$ cat src/rtl/jogo_pkg.sv
// Shared definitions for the automatic memory-game player:
// state codes shown on the hexa7seg display, interface width and a one-hot test.
package jogo_pkg;

  localparam int LARGURA = 4;

  localparam logic [3:0] COD_IDLE       = 4'h0;
  localparam logic [3:0] COD_INICIA     = 4'h1;
  localparam logic [3:0] COD_ESPERA_LED = 4'h2;
  localparam logic [3:0] COD_CAPTURA    = 4'h3;
  localparam logic [3:0] COD_PRESSIONA  = 4'h4;
  localparam logic [3:0] COD_INTERVALO  = 4'h5;
  localparam logic [3:0] COD_FIM        = 4'hE;
  localparam logic [3:0] COD_ERRO       = 4'hF;

  typedef enum logic [3:0] {
    ST_IDLE       = COD_IDLE,
    ST_INICIA     = COD_INICIA,
    ST_ESPERA_LED = COD_ESPERA_LED,
    ST_CAPTURA    = COD_CAPTURA,
    ST_PRESSIONA  = COD_PRESSIONA,
    ST_INTERVALO  = COD_INTERVALO,
    ST_FIM        = COD_FIM,
    ST_ERRO       = COD_ERRO
  } estado_t;

  function automatic logic eh_onehot(input logic [LARGURA-1:0] v);
    return (v != '0) && ((v & (v - 1'b1)) == '0);
  endfunction

endpackage

$ cat src/rtl/buffer_sequencia.sv
// Sequence buffer: small RAM with synchronous write and registered (synchronous) read.
module buffer_sequencia #(
  parameter int PROF = 16,
  parameter int LARG = 4,
  parameter int AW   = 4
) (
  input  logic            clock,
  input  logic            we,
  input  logic [AW-1:0]   wr_addr,
  input  logic [AW-1:0]   rd_addr,
  input  logic [LARG-1:0] dado_in,
  output logic [LARG-1:0] dado_out
);

  logic [LARG-1:0] mem [PROF];

  always_ff @(posedge clock) begin
    if (we) begin
      mem[wr_addr] <= dado_in;
    end
    dado_out <= mem[rd_addr];
  end

endmodule

$ cat src/rtl/jogador_automatico.sv
// Automatic player: records the LED flashes shown by the game each round and
// replays them as timed one-hot button presses until the game reports pronto.
module jogador_automatico
  import jogo_pkg::*;
#(
  parameter int MAX_JOGADAS  = 16,
  parameter int PRESS_CYCLES = 4,
  parameter int GAP_CYCLES   = 4,
  parameter int QUIET_CYCLES = 8
) (
  input  logic               clock,
  input  logic               reset,
  input  logic               habilita,
  input  logic [LARGURA-1:0] leds,
  input  logic               pronto,
  output logic [LARGURA-1:0] botoes,
  output logic               jogar,
  output logic               ativo,
  output logic               erro,
  output logic [3:0]         db_estado
);

  localparam int IW = $clog2(MAX_JOGADAS);
  localparam int CW = IW + 1;
  localparam int TW = 8;

  estado_t            estado_reg, estado_next;
  logic [LARGURA-1:0] leds_r;
  logic [LARGURA-1:0] led_cap_reg, led_cap_next;
  logic [LARGURA-1:0] botoes_reg, botoes_next;
  logic [CW-1:0]      count_reg, count_next;
  logic [IW-1:0]      index_reg, index_next;
  logic [TW-1:0]      timer_reg, timer_next;
  logic               we;
  logic [IW-1:0]      rd_addr;
  logic [LARGURA-1:0] dado_out;
  logic               estado_ativo;

  buffer_sequencia #(
    .PROF (MAX_JOGADAS),
    .LARG (LARGURA),
    .AW   (IW)
  ) u_buffer (
    .clock    (clock),
    .we       (we),
    .wr_addr  (count_reg[IW-1:0]),
    .rd_addr  (rd_addr),
    .dado_in  (leds_r),
    .dado_out (dado_out)
  );

  // Address runs one entry ahead during replay so the next press is already
  // sitting in dado_out when botoes_reg is loaded on entry to PRESSIONA.
  assign rd_addr = (estado_reg == ST_PRESSIONA || estado_reg == ST_INTERVALO)
                 ? index_reg + IW'(1) : '0;

  assign estado_ativo = (estado_reg != ST_IDLE) && (estado_reg != ST_FIM) &&
                        (estado_reg != ST_ERRO);

  always_ff @(posedge clock or negedge reset) begin
    if (!reset) begin
      estado_reg  <= ST_IDLE;
      leds_r      <= '0;
      led_cap_reg <= '0;
      botoes_reg  <= '0;
      count_reg   <= '0;
      index_reg   <= '0;
      timer_reg   <= '0;
    end else begin
      estado_reg  <= estado_next;
      leds_r      <= leds;
      led_cap_reg <= led_cap_next;
      botoes_reg  <= botoes_next;
      count_reg   <= count_next;
      index_reg   <= index_next;
      timer_reg   <= timer_next;
    end
  end

  always_comb begin
    estado_next  = estado_reg;
    led_cap_next = led_cap_reg;
    count_next   = count_reg;
    index_next   = index_reg;
    timer_next   = timer_reg;
    we           = 1'b0;

    if (!habilita) begin
      estado_next = ST_IDLE;
    end else if (pronto && estado_ativo) begin
      estado_next = ST_FIM;
    end else begin
      case (estado_reg)
        ST_IDLE: estado_next = ST_INICIA;
        ST_INICIA: begin
          count_next  = '0;
          index_next  = '0;
          timer_next  = '0;
          estado_next = ST_ESPERA_LED;
        end
        ST_ESPERA_LED: begin
          if (leds_r == '0) begin
            if (count_reg != '0) begin
              if (timer_reg == TW'(QUIET_CYCLES - 1)) begin
                timer_next  = '0;
                index_next  = '0;
                estado_next = ST_PRESSIONA;
              end else begin
                timer_next = timer_reg + TW'(1);
              end
            end
          end else if (!eh_onehot(leds_r) || count_reg == CW'(MAX_JOGADAS)) begin
            estado_next = ST_ERRO;
          end else begin
            we           = 1'b1;
            count_next   = count_reg + CW'(1);
            timer_next   = '0;
            led_cap_next = leds_r;
            estado_next  = ST_CAPTURA;
          end
        end
        ST_CAPTURA: begin
          if (leds_r == '0) begin
            estado_next = ST_ESPERA_LED;
          end else if (leds_r != led_cap_reg) begin
            estado_next = ST_ERRO;
          end
        end
        ST_PRESSIONA: begin
          if (timer_reg == TW'(PRESS_CYCLES - 1)) begin
            timer_next  = '0;
            estado_next = ST_INTERVALO;
          end else begin
            timer_next = timer_reg + TW'(1);
          end
        end
        ST_INTERVALO: begin
          if (timer_reg == TW'(GAP_CYCLES - 1)) begin
            timer_next = '0;
            if ({1'b0, index_reg} + CW'(1) < count_reg) begin
              index_next  = index_reg + IW'(1);
              estado_next = ST_PRESSIONA;
            end else begin
              count_next  = '0;
              estado_next = ST_ESPERA_LED;
            end
          end else begin
            timer_next = timer_reg + TW'(1);
          end
        end
        default: estado_next = estado_reg;
      endcase
    end

    botoes_next = '0;
    if (estado_next == ST_PRESSIONA) begin
      botoes_next = (estado_reg == ST_PRESSIONA) ? botoes_reg : dado_out;
    end
  end

  assign botoes    = botoes_reg;
  assign jogar     = (estado_reg == ST_INICIA);
  assign ativo     = estado_ativo;
  assign erro      = (estado_reg == ST_ERRO);
  assign db_estado = estado_reg;

endmodule

$ cat config.mk
export PLATFORM = sky130hd
export DESIGN_NAME = jogador_automatico
export DESIGN_NICKNAME = d
export VERILOG_FILES = /design/src/rtl/jogo_pkg.sv /design/src/rtl/buffer_sequencia.sv /design/src/rtl/jogador_automatico.sv
export SDC_FILE = /design/constraint.sdc
export NUM_CORES = 1
export LEC_CHECK = 0
export BUFFER_PORTS_ARGS = -buffer_cell sky130_fd_sc_hd__buf_2
export CAP_MARGIN = 20
export CORE_UTILIZATION = 55
export CTS_BUF_LIST = sky130_fd_sc_hd__clkbuf_8
export CTS_CLUSTER_DIAMETER = 40
export CTS_CLUSTER_SIZE = 8
export DETAILED_ROUTE_END_ITERATION = 7
export PLACE_DENSITY = 0.76
export RECOVER_POWER = 25
export SYNTH_ARGS = -nofsm -noshare
export SYNTH_HDL_FRONTEND = slang
export SYNTH_SLANG_ARGS = --single-unit
$ cat constraint.sdc
create_clock -name clock -period 3.01 [get_ports clock]
set_input_delay 0.4515 -clock clock [delete_from_list [all_inputs] [get_ports clock]]
set_output_delay 0.4515 -clock clock [all_outputs]
set_load 0.03 [all_outputs]
# Word level (Yosys, flattened, before mapping)
# Memory sizes are Yosys's and may differ from the RTL's. A register that Yosys moved wholly into a read port is not among the register bits.
# Cells that the tools add are included.
# totals
reg_bits	33
mem_bits_rw	64
n_memories	1
# memory_table
name	words	word_bits	read_ports	rd_ports_with_merged_regs	wr	line	rtl
u_buffer.mem	16	4	1	1	1	buffer_sequencia.sv:15	logic [LARG-1:0] mem [PROF];
# op_classes
add_sub_neg	5
n_lt_le_gt_ge	1
eq_ne	24
n_mux	39
bitwise	4
n_reduce_logical	20
# op_table
op	count
two-way mux 4 bit	18
two-way mux 8 bit	5
case mux 4 bit (6 select lines)	1
case mux 8 bit (3 select lines)	1
two-way mux 5 bit	4
case mux 5 bit (3 select lines)	1
inequality test 2 bit (second input constant)	7
equality test 4 x 3 -> 1 bit (second input constant)	3
logical NOT 4 bit	3
case mux 4 bit (3 select lines)	1
AND reduction 5 bit	2
adder 8 x 1 -> 8 bit (second input constant)	1
equality test 4 x 2 -> 1 bit (second input constant)	2
equality test 8 x 2 -> 1 bit (second input constant)	1
equality test 8 x 3 -> 1 bit (second input constant)	1
inequality test 4 bit (second input constant)	2
AND reduction 8 bit	1
nonzero test 4 bit	2
two-way mux 1 bit	7
AND reduction 7 bit	1
inequality test 3 bit (second input constant)	2
nonzero test 3 bit	2
adder 4 x 1 -> 5 bit (second input constant)	1
adder 5 x 1 -> 5 bit (second input constant)	1
other kinds (16)	23

# Logic depth before layout (Yosys ltp)
# Gate-level depths: netlist of the first run.
# depth
word_depth	13
depth_mapped	10

# Modules after synthesis
# From an unflattened synthesis of the first run, not the netlist that was laid out.
# hier_totals
hier_cells	391
hier_area_um2	4872.2
# modules_own_cells
module	n_inst	cells_per_inst	area_per_inst_um2
buffer_sequencia	1	130	2666.3
jogador_automatico	1	261	2205.9

# Worst setup path after synthesis of the first run
# OpenSTA, ideal clock, no wires.
# synth_path
kind	flip-flop to flip-flop
startpoint	reg index_reg[1]
endpoint	reg botoes_reg[0] (netlist: botoes[0])
setup_time_ns	0.073
arrival_ns	2.983
path_slack_ns	-0.046
stages_incl_launch_ff	11
n_path_buf	1
cell_sequence	dfrtp_1 > ha_1 > xor2_1 > clkbuf_1 > ha_1 > a21o_1 > a31oi_1 > o21ai_0 > a311oi_1 > or3b_4 > nor2_1
# synth_between
elab_chain_len	9
word_cells_on_any_way	10
classes_between	add/sub: 1; order compare: 1; eq/ne: 2; mux: 6
# synth_lines
element	line	rtl
start, declared	jogador_automatico.sv:32	logic [IW-1:0] index_reg, index_next;
start signal, assigned	jogador_automatico.sv:75	index_reg <= index_next;
adder 4 x 1 -> 5 bit *	jogador_automatico.sv:140	if ({1'b0, index_reg} + CW'(1) < count_reg) begin
< comparator 5 bit *	jogador_automatico.sv:140	
two-way mux 3 bit *	jogador_automatico.sv:140	
two-way mux 4 bit *	jogador_automatico.sv:138	if (timer_reg == TW'(GAP_CYCLES - 1)) begin
case mux 4 bit (6 select lines) *	jogador_automatico.sv:93	case (estado_reg)
two-way mux 4 bit *	jogador_automatico.sv:90	end else if (pronto && estado_ativo) begin
two-way mux 4 bit *	jogador_automatico.sv:88	if (!habilita) begin
equality test 4 x 3 -> 1 bit *	jogador_automatico.sv:156	if (estado_next == ST_PRESSIONA) begin
inequality test 2 bit (no source line) / two-way mux 4 bit (equally long branches)	n/a	
end signal, assigned	jogador_automatico.sv:73	botoes_reg <= botoes_next;
end, declared	jogador_automatico.sv:30	logic [LARGURA-1:0] botoes_reg, botoes_next;
# Every way passes the cells marked *; elsewhere a longest branch is shown, timed or not.
# A chain may end at the register's enable or synchronous reset.

# Final worst setup path of the first run
# layout_path
startpoint	reg index_reg[1]
endpoint	reg botoes_reg[3] (netlist: botoes[3])
# The elaborated chain is that of the path after synthesis.

==> impl_metrics.tcl, run 1 <==
set metrics [dict create \
    utilization 0.620 \
    synth-edff-count 64 \
    yosys.cell_count.top_type "edfxtp_1" \
    cts_resized 0 \
    end_kind "flip-flop" \
    clkSinkCount 101 \
    syn_avg_cell_area_um2 12.4 \
    grt-ovfl-total 0 \
    ctsRootBufferMaster "clkbuf_8" \
    fillerInstances 686 \
    synth_top_area_frac 0.389 \
    synth_seq_cells 101 \
    max_cap_violations 1 \
    setup_viol 0 \
    synthFlopType "edfxtp_1" \
    numPortBuffers 18 \
    drt_pass1_iterations 4 \
    fin_area_um2 5400 \
    crit_fanout 4 \
    fp.dieH_um 96.8 \
    fin_tns_setup_ps 0 \
    synth-compound-area-share 0.128 \
    wl_um 10200 \
    grt_usage 0.238 \
    cts_made_buffers 9 \
    power_uw 3840 \
    grt_max_degree 36 \
    cts_hold_buf 0 \
    num_vias 3330 \
    start_util 0.567 \
    ys_top_cells_by_count "edfxtp_1 (64), dfrtp_1 (33), o21ai_0 (30)" \
    slew_violations 34 \
    fmax_mhz 370 \
    ant_nets 0 \
    yosys.area_share.simple 0.152 \
    critPathLaunchType "flip-flop" \
    use_met1 0.338 \
    stdcell_count 540 \
    dr.first_iter.drc_count 264 \
    layout-drive-gt1-share 0.201 \
    postCtsSetupBuffers 0 \
    dp_cells 524 \
    violations "max-capacitance violations, max-slew violations" \
    dieArea_um2 9370 \
    grt_first_pass_wirelength_um 17300 \
    grt_setup_unrepaired "false" \
    drc_errors 0 \
    nets 445 \
    place_area_um2 5220 \
    fin_worst_skew_ps 17.6 \
    hp-class "in -> reg" \
    powerDensity_nw_per_um2 710 \
    antenna_found_initial 0 \
    viasPerCell 6.17 \
    met2_usage 0.379 \
    fin_crit_sh 0.897 \
    cts.reportedPaths.clkPinSlew_ps 100 \
    synth_area_leader_cell "edfxtp_1" \
    die_width_um 96.8 \
    grt_pass1_vias 3254 \
    cp.required_ps 3310 \
    synth_top_cells_by_area "edfxtp_1 (39%), dfrtp_1 (17%), mux4_2 (3.6%)" \
    synth_warnings 0 \
    slew_headroom -0.210 \
    synth_mux_area_frac 0.0793 \
    area_growth_pct 9.34 \
    io_pins 19 \
    p_leak_uw 0.00196 \
    synth_xor_area_frac 0.0124 \
    cts_tree "done" \
    synth_sequential_area_ratio 0.572 \
    wl_per_cell_um 18.9 \
    dp_hpwl_um 7270 \
    tightest_slew_ps 1810 \
    peakVddDrop_v 0.000283 \
    syn_area_um2 4940 \
    gp_congestion 0.884 \
    antenna_cells 0 \
    fin_crit_ps 2700 \
    finalHoldViolations 0 \
    cts-htree-levels 3 \
    path_class "reg -> reg" \
    synth_top_family_by_area "simple AND/OR/NAND/NOR gates" \
    syn_nets 415 \
    status "finished, violations left" \
    clock_path_buffers 2 \
    synth_adder_area_share 0.0253 \
    largest_reg_flops 64 \
    cp.arrival_ps 3000 \
    fp-row-count 34 \
    met3_usage 0.0361 \
    busiest_layer "met2" \
    synthCells 397 \
    synth_cell_types 65 \
    core_um2 8720 \
    clkLatencyLatePin_ps 370 \
    postSynth.asyncResetShare 0.327 \
]
## layout by cell type (no fill, tap or decap), drive strengths merged, types with 5 or more instances in the layout
cell and count:
edfxtp 64, mux2i 11, o221ai 5, and3 6
o21ai 31, buf 36, xnor2 5, ha 10
clkbuf 12, and2 16, nand2 22, nor3b 6
nor3 6, inv 12, o31ai 10, mux4 8
nand3 11, mux2 9, nor2 19, dfrtp 33
a21oi 17, nand2b 10
## stage by stage
stage	hold WS [ps]	worst slack [ps]
after floorplan	156	114
after global placement	455	448
after detailed placement	490	349
after CTS	161	314
after global routing	167	73.8
final	181	309
## cell families (layout without fill, tap and decap cells)
family,after synthesis,in the layout
AO/OA/AOI/OAI,95,95
multiplexers,28,28
XOR/XNOR,7,7
adder cells (fa/ha/maj),10,10
flip-flops,101,101
buffers and inverters,28,63
AND/OR/NAND/NOR,128,128
## metal layers
layer / wire (µm) / part of all wire / vias up
li1: - / - / 1579
met2: 5090 / 0.50 / 86
met5: 0 / 0 / -
met4: 187 / 0.018 / 0
met1: 4480 / 0.44 / 1650
met3: 454 / 0.044 / 15
## cell type report
| class | count | area (µm²) | share of cell area |
|---|---|---|---|
| Sequential cell | 101 | 2830 | 0.523 |
| Tap cell | 108 | 135 | 0.0250 |
| Timing Repair Buffer | 38 | 235 | 0.0435 |
| Clock inverter | 6 | 55.1 | 0.0102 |
| Multi-Input combinational cell | 268 | 1980 | 0.366 |
| Clock buffer | 10 | 138 | 0.0255 |
| Inverter | 9 | 33.8 | 0.00625 |
## power breakdown
part / internal, µW / switching (µW) / total, µW
Combinational: 509 / 718 / 1230
Clock: 340 / 489 / 829
Sequential: 1600 / 179 / 1780
Total: 2450 / 1390 / 3840
## worst paths after layout
kind                                         startpoint                    endpoint  slack (ps)  cells after the start
setup / recovery               index_reg[1]$_DFFE_PN0P_       botoes[3]$_DFFE_PN0P_         310                      9
hold / removal                                  leds[1]         leds_r[1]$_DFF_PN0_         180                      1
setup reg to reg               index_reg[1]$_DFFE_PN0P_       botoes[3]$_DFFE_PN0P_         310                      9
hold reg to reg            u_buffer.dado_out[3]$_DFF_P_       botoes[3]$_DFFE_PN0P_         510                      2
max in group asynchronous                         reset  led_cap_reg[3]$_DFFE_PN0P_        1390                      1
min in group asynchronous                         reset       botoes[0]$_DFFE_PN0P_         550                      1
## worst max-delay path, cell delays in order (launching register included)
cell and delay, ps:
dfrtp_1 430, ha_1 260, xor2_2 200, ha_1 300, a21o_1 150, a31oi_1 180, o21ai_0 160, a311oi_1 380
or3b_4 460, nor2_1 120
No activity file was read; power rests on OpenSTA's default activity.
==> inputs of run 2 (changes only) <==
CELL_PAD_IN_SITES_DETAIL_PLACEMENT = 1   (was default)
CELL_PAD_IN_SITES_GLOBAL_PLACEMENT = 2   (was default)
CORE_ASPECT_RATIO = 1.25   (was default)
CORE_UTILIZATION = 41   (was 55)
PLACE_DENSITY = 0.8   (was 0.76)
TNS_END_PERCENT = 30   (was default)
==> run 2 against run 1 <==
Clock-buffer cell count down 1. Non-clock buffer count rose by 3. Largest cell class unchanged. Global-route usage fell by 3.3 points. Critical path type unchanged. The run still ends with max-capacitance violations, max-slew violations left. Power increased by 2.3%.
==> impl_metrics.tcl, run 2 (same netlist as run 1, synthesis figures left out) <==
set metrics [dict create \
    fin_tns_setup_ps 0 \
    tightest_slew_ps 1870 \
    met2_usage 0.369 \
    start_util 0.423 \
    die_width_um 100 \
    r2r-start "index_reg[1]$_DFFE_PN0P_" \
    slew_headroom -0.250 \
    cts_hold_buf 0 \
    status "finished, violations left" \
    fin_crit_sh 0.899 \
    fmax_mhz 369 \
    antenna_cells 0 \
    min_from "leds[2]" \
    drc_errors 0 \
    setup_viol 0 \
    area_growth_pct 11.1 \
    clock_path_buffers 2 \
    dr.first_iter.drc_count 141 \
    ctsRootBufferMaster "clkbuf_8" \
    dp_hpwl_um 8720 \
    fp-row-count 44 \
    num_vias 3325 \
    cts.reportedPaths.clkPinSlew_ps 100 \
    io_pins 19 \
    p_leak_uw 0.00198 \
    gp_congestion 0.811 \
    crit_fanout 4 \
    critPathLaunchType "flip-flop" \
    busiest_layer "met2" \
    utilization 0.470 \
    max_cap_violations 1 \
    critical-path-max-stage-delay_ps 450 \
    cts_made_buffers 9 \
    final_common_cell "edfxtp_1" \
    peakVddDrop_v 0.000233 \
    wl_per_cell_um 19.9 \
    finalHoldViolations 0 \
    min_path_cells 1 \
    met3_usage 0.0354 \
    fin_crit_ps 2710 \
    violations "max-capacitance violations, max-slew violations" \
    grt_pass1_vias 3620 \
    ff2ff_setup_slack_ps 300 \
    slew_violations 34 \
    whs_endpoint "leds_r[2]$_DFF_PN0_" \
    antenna_found_initial 0 \
    grt_first_pass_wirelength_um 19400 \
    fp.dieH_um 125 \
    fillerInstances 1256 \
    end_kind "flip-flop" \
    hp-class "in -> reg" \
    cp.arrival_ps 3010 \
    grt_setup_unrepaired "false" \
    path_class "reg -> reg" \
    cp.required_ps 3310 \
    largest_reg_flops 64 \
    layout-drive-gt1-share 0.202 \
    critPathMostFrequentCell "ha_1" \
    final_cell_mix "edfxtp_1 (64), dfrtp_1 (33), o21ai_0 (30), nand2_1 (22), buf_4 (22)" \
    clkSinkCount 101 \
    reg2reg_depth 9 \
    use_met1 0.242 \
    grt_max_degree 36 \
    numPortBuffers 18 \
    cts_tree "done" \
    whs_ps 180 \
    grt_usage 0.205 \
    drt_pass1_iterations 4 \
    core_um2 11700 \
    path_cells "ha_1 > xor2_2 > ha_1 > a21o_1 > a31oi_1 > o21ai_0 > a311oi_1 > or3b_4 > nor2_1" \
    clkLatencyLatePin_ps 370 \
    slowest_stage "or3b_4" \
    grt-ovfl-total 0 \
    fin_worst_skew_ps 11.1 \
    wl_um 11800 \
    worstReg2RegEnd "botoes[1]$_DFFE_PN0P_" \
    cts_resized 0 \
    cts-htree-levels 3 \
    viasPerCell 5.58 \
    postCtsSetupBuffers 0 \
    dieArea_um2 12500 \
    nets 448 \
    powerDensity_nw_per_um2 715 \
    ant_nets 0 \
]
run 2: critical path: cells and delay by family (launching register included):
family	cells	cell delay, ps
adder cells (fa/ha/maj)	2	560
AND/OR/NAND/NOR	2	580
XOR/XNOR	1	200
AO/OA/AOI/OAI	4	880
flip-flops	1	410
run 2: layout make-up:
class / count / area, µm² / area share
clock inverter: 7 / 67.6 / 0.0123
inverter: 9 / 33.8 / 0.00615
multi-input combinational: 268 / 1980 / 0.360
clock buffer: 9 / 124 / 0.0226
timing repair buffer: 41 / 258 / 0.0469
tap: 161 / 201 / 0.0367
sequential: 101 / 2830 / 0.515
run 2: where the power goes:
part	switching (µW)	internal, µW
logic	763	529
clock network	476	382
registers	173	1600
total	1410	2510
run 2: through the flow:
stage,total power [µW],setup WS [ps],instance area (µm²),instances
2_1_floorplan,2700,114,4950,397
3_3_place_gp,3070,384,5300,580
3_5_place_dp,3110,283,5300,580
4_1_cts,3970,274,5500,596
5_1_grt,4150,80.9,5490,596
6_report,3920,303,5490,596
run 2: how the worst max path moves through the flow:
stage | slack [ps] | cells past startpoint | start | end
after global routing | 80 | 9 | index_reg[0]$_DFFE_PN0P_ | botoes[2]$_DFFE_PN0P_
after global placement | 380 | 9 | index_reg[1]$_DFFE_PN0P_ | botoes[3]$_DFFE_PN0P_
after floorplan | 110 | 10 | index_reg[1]$_DFFE_PN0P_ | botoes[0]$_DFFE_PN0P_
after CTS | 270 | 9 | index_reg[1]$_DFFE_PN0P_ | botoes[1]$_DFFE_PN0P_
final | 300 | 9 | index_reg[1]$_DFFE_PN0P_ | botoes[1]$_DFFE_PN0P_
after detailed placement | 280 | 9 | index_reg[1]$_DFFE_PN0P_ | botoes[1]$_DFFE_PN0P_
run 2: layer usage:
layer / vias up / share of wire / wire (µm)
li1: 1580 / - / -
met1: 1696 / 0.42 / 4940
met2: 33 / 0.54 / 6420
met3: 16 / 0.020 / 233
met4: 0 / 0.022 / 255
met5: - / 0 / 0
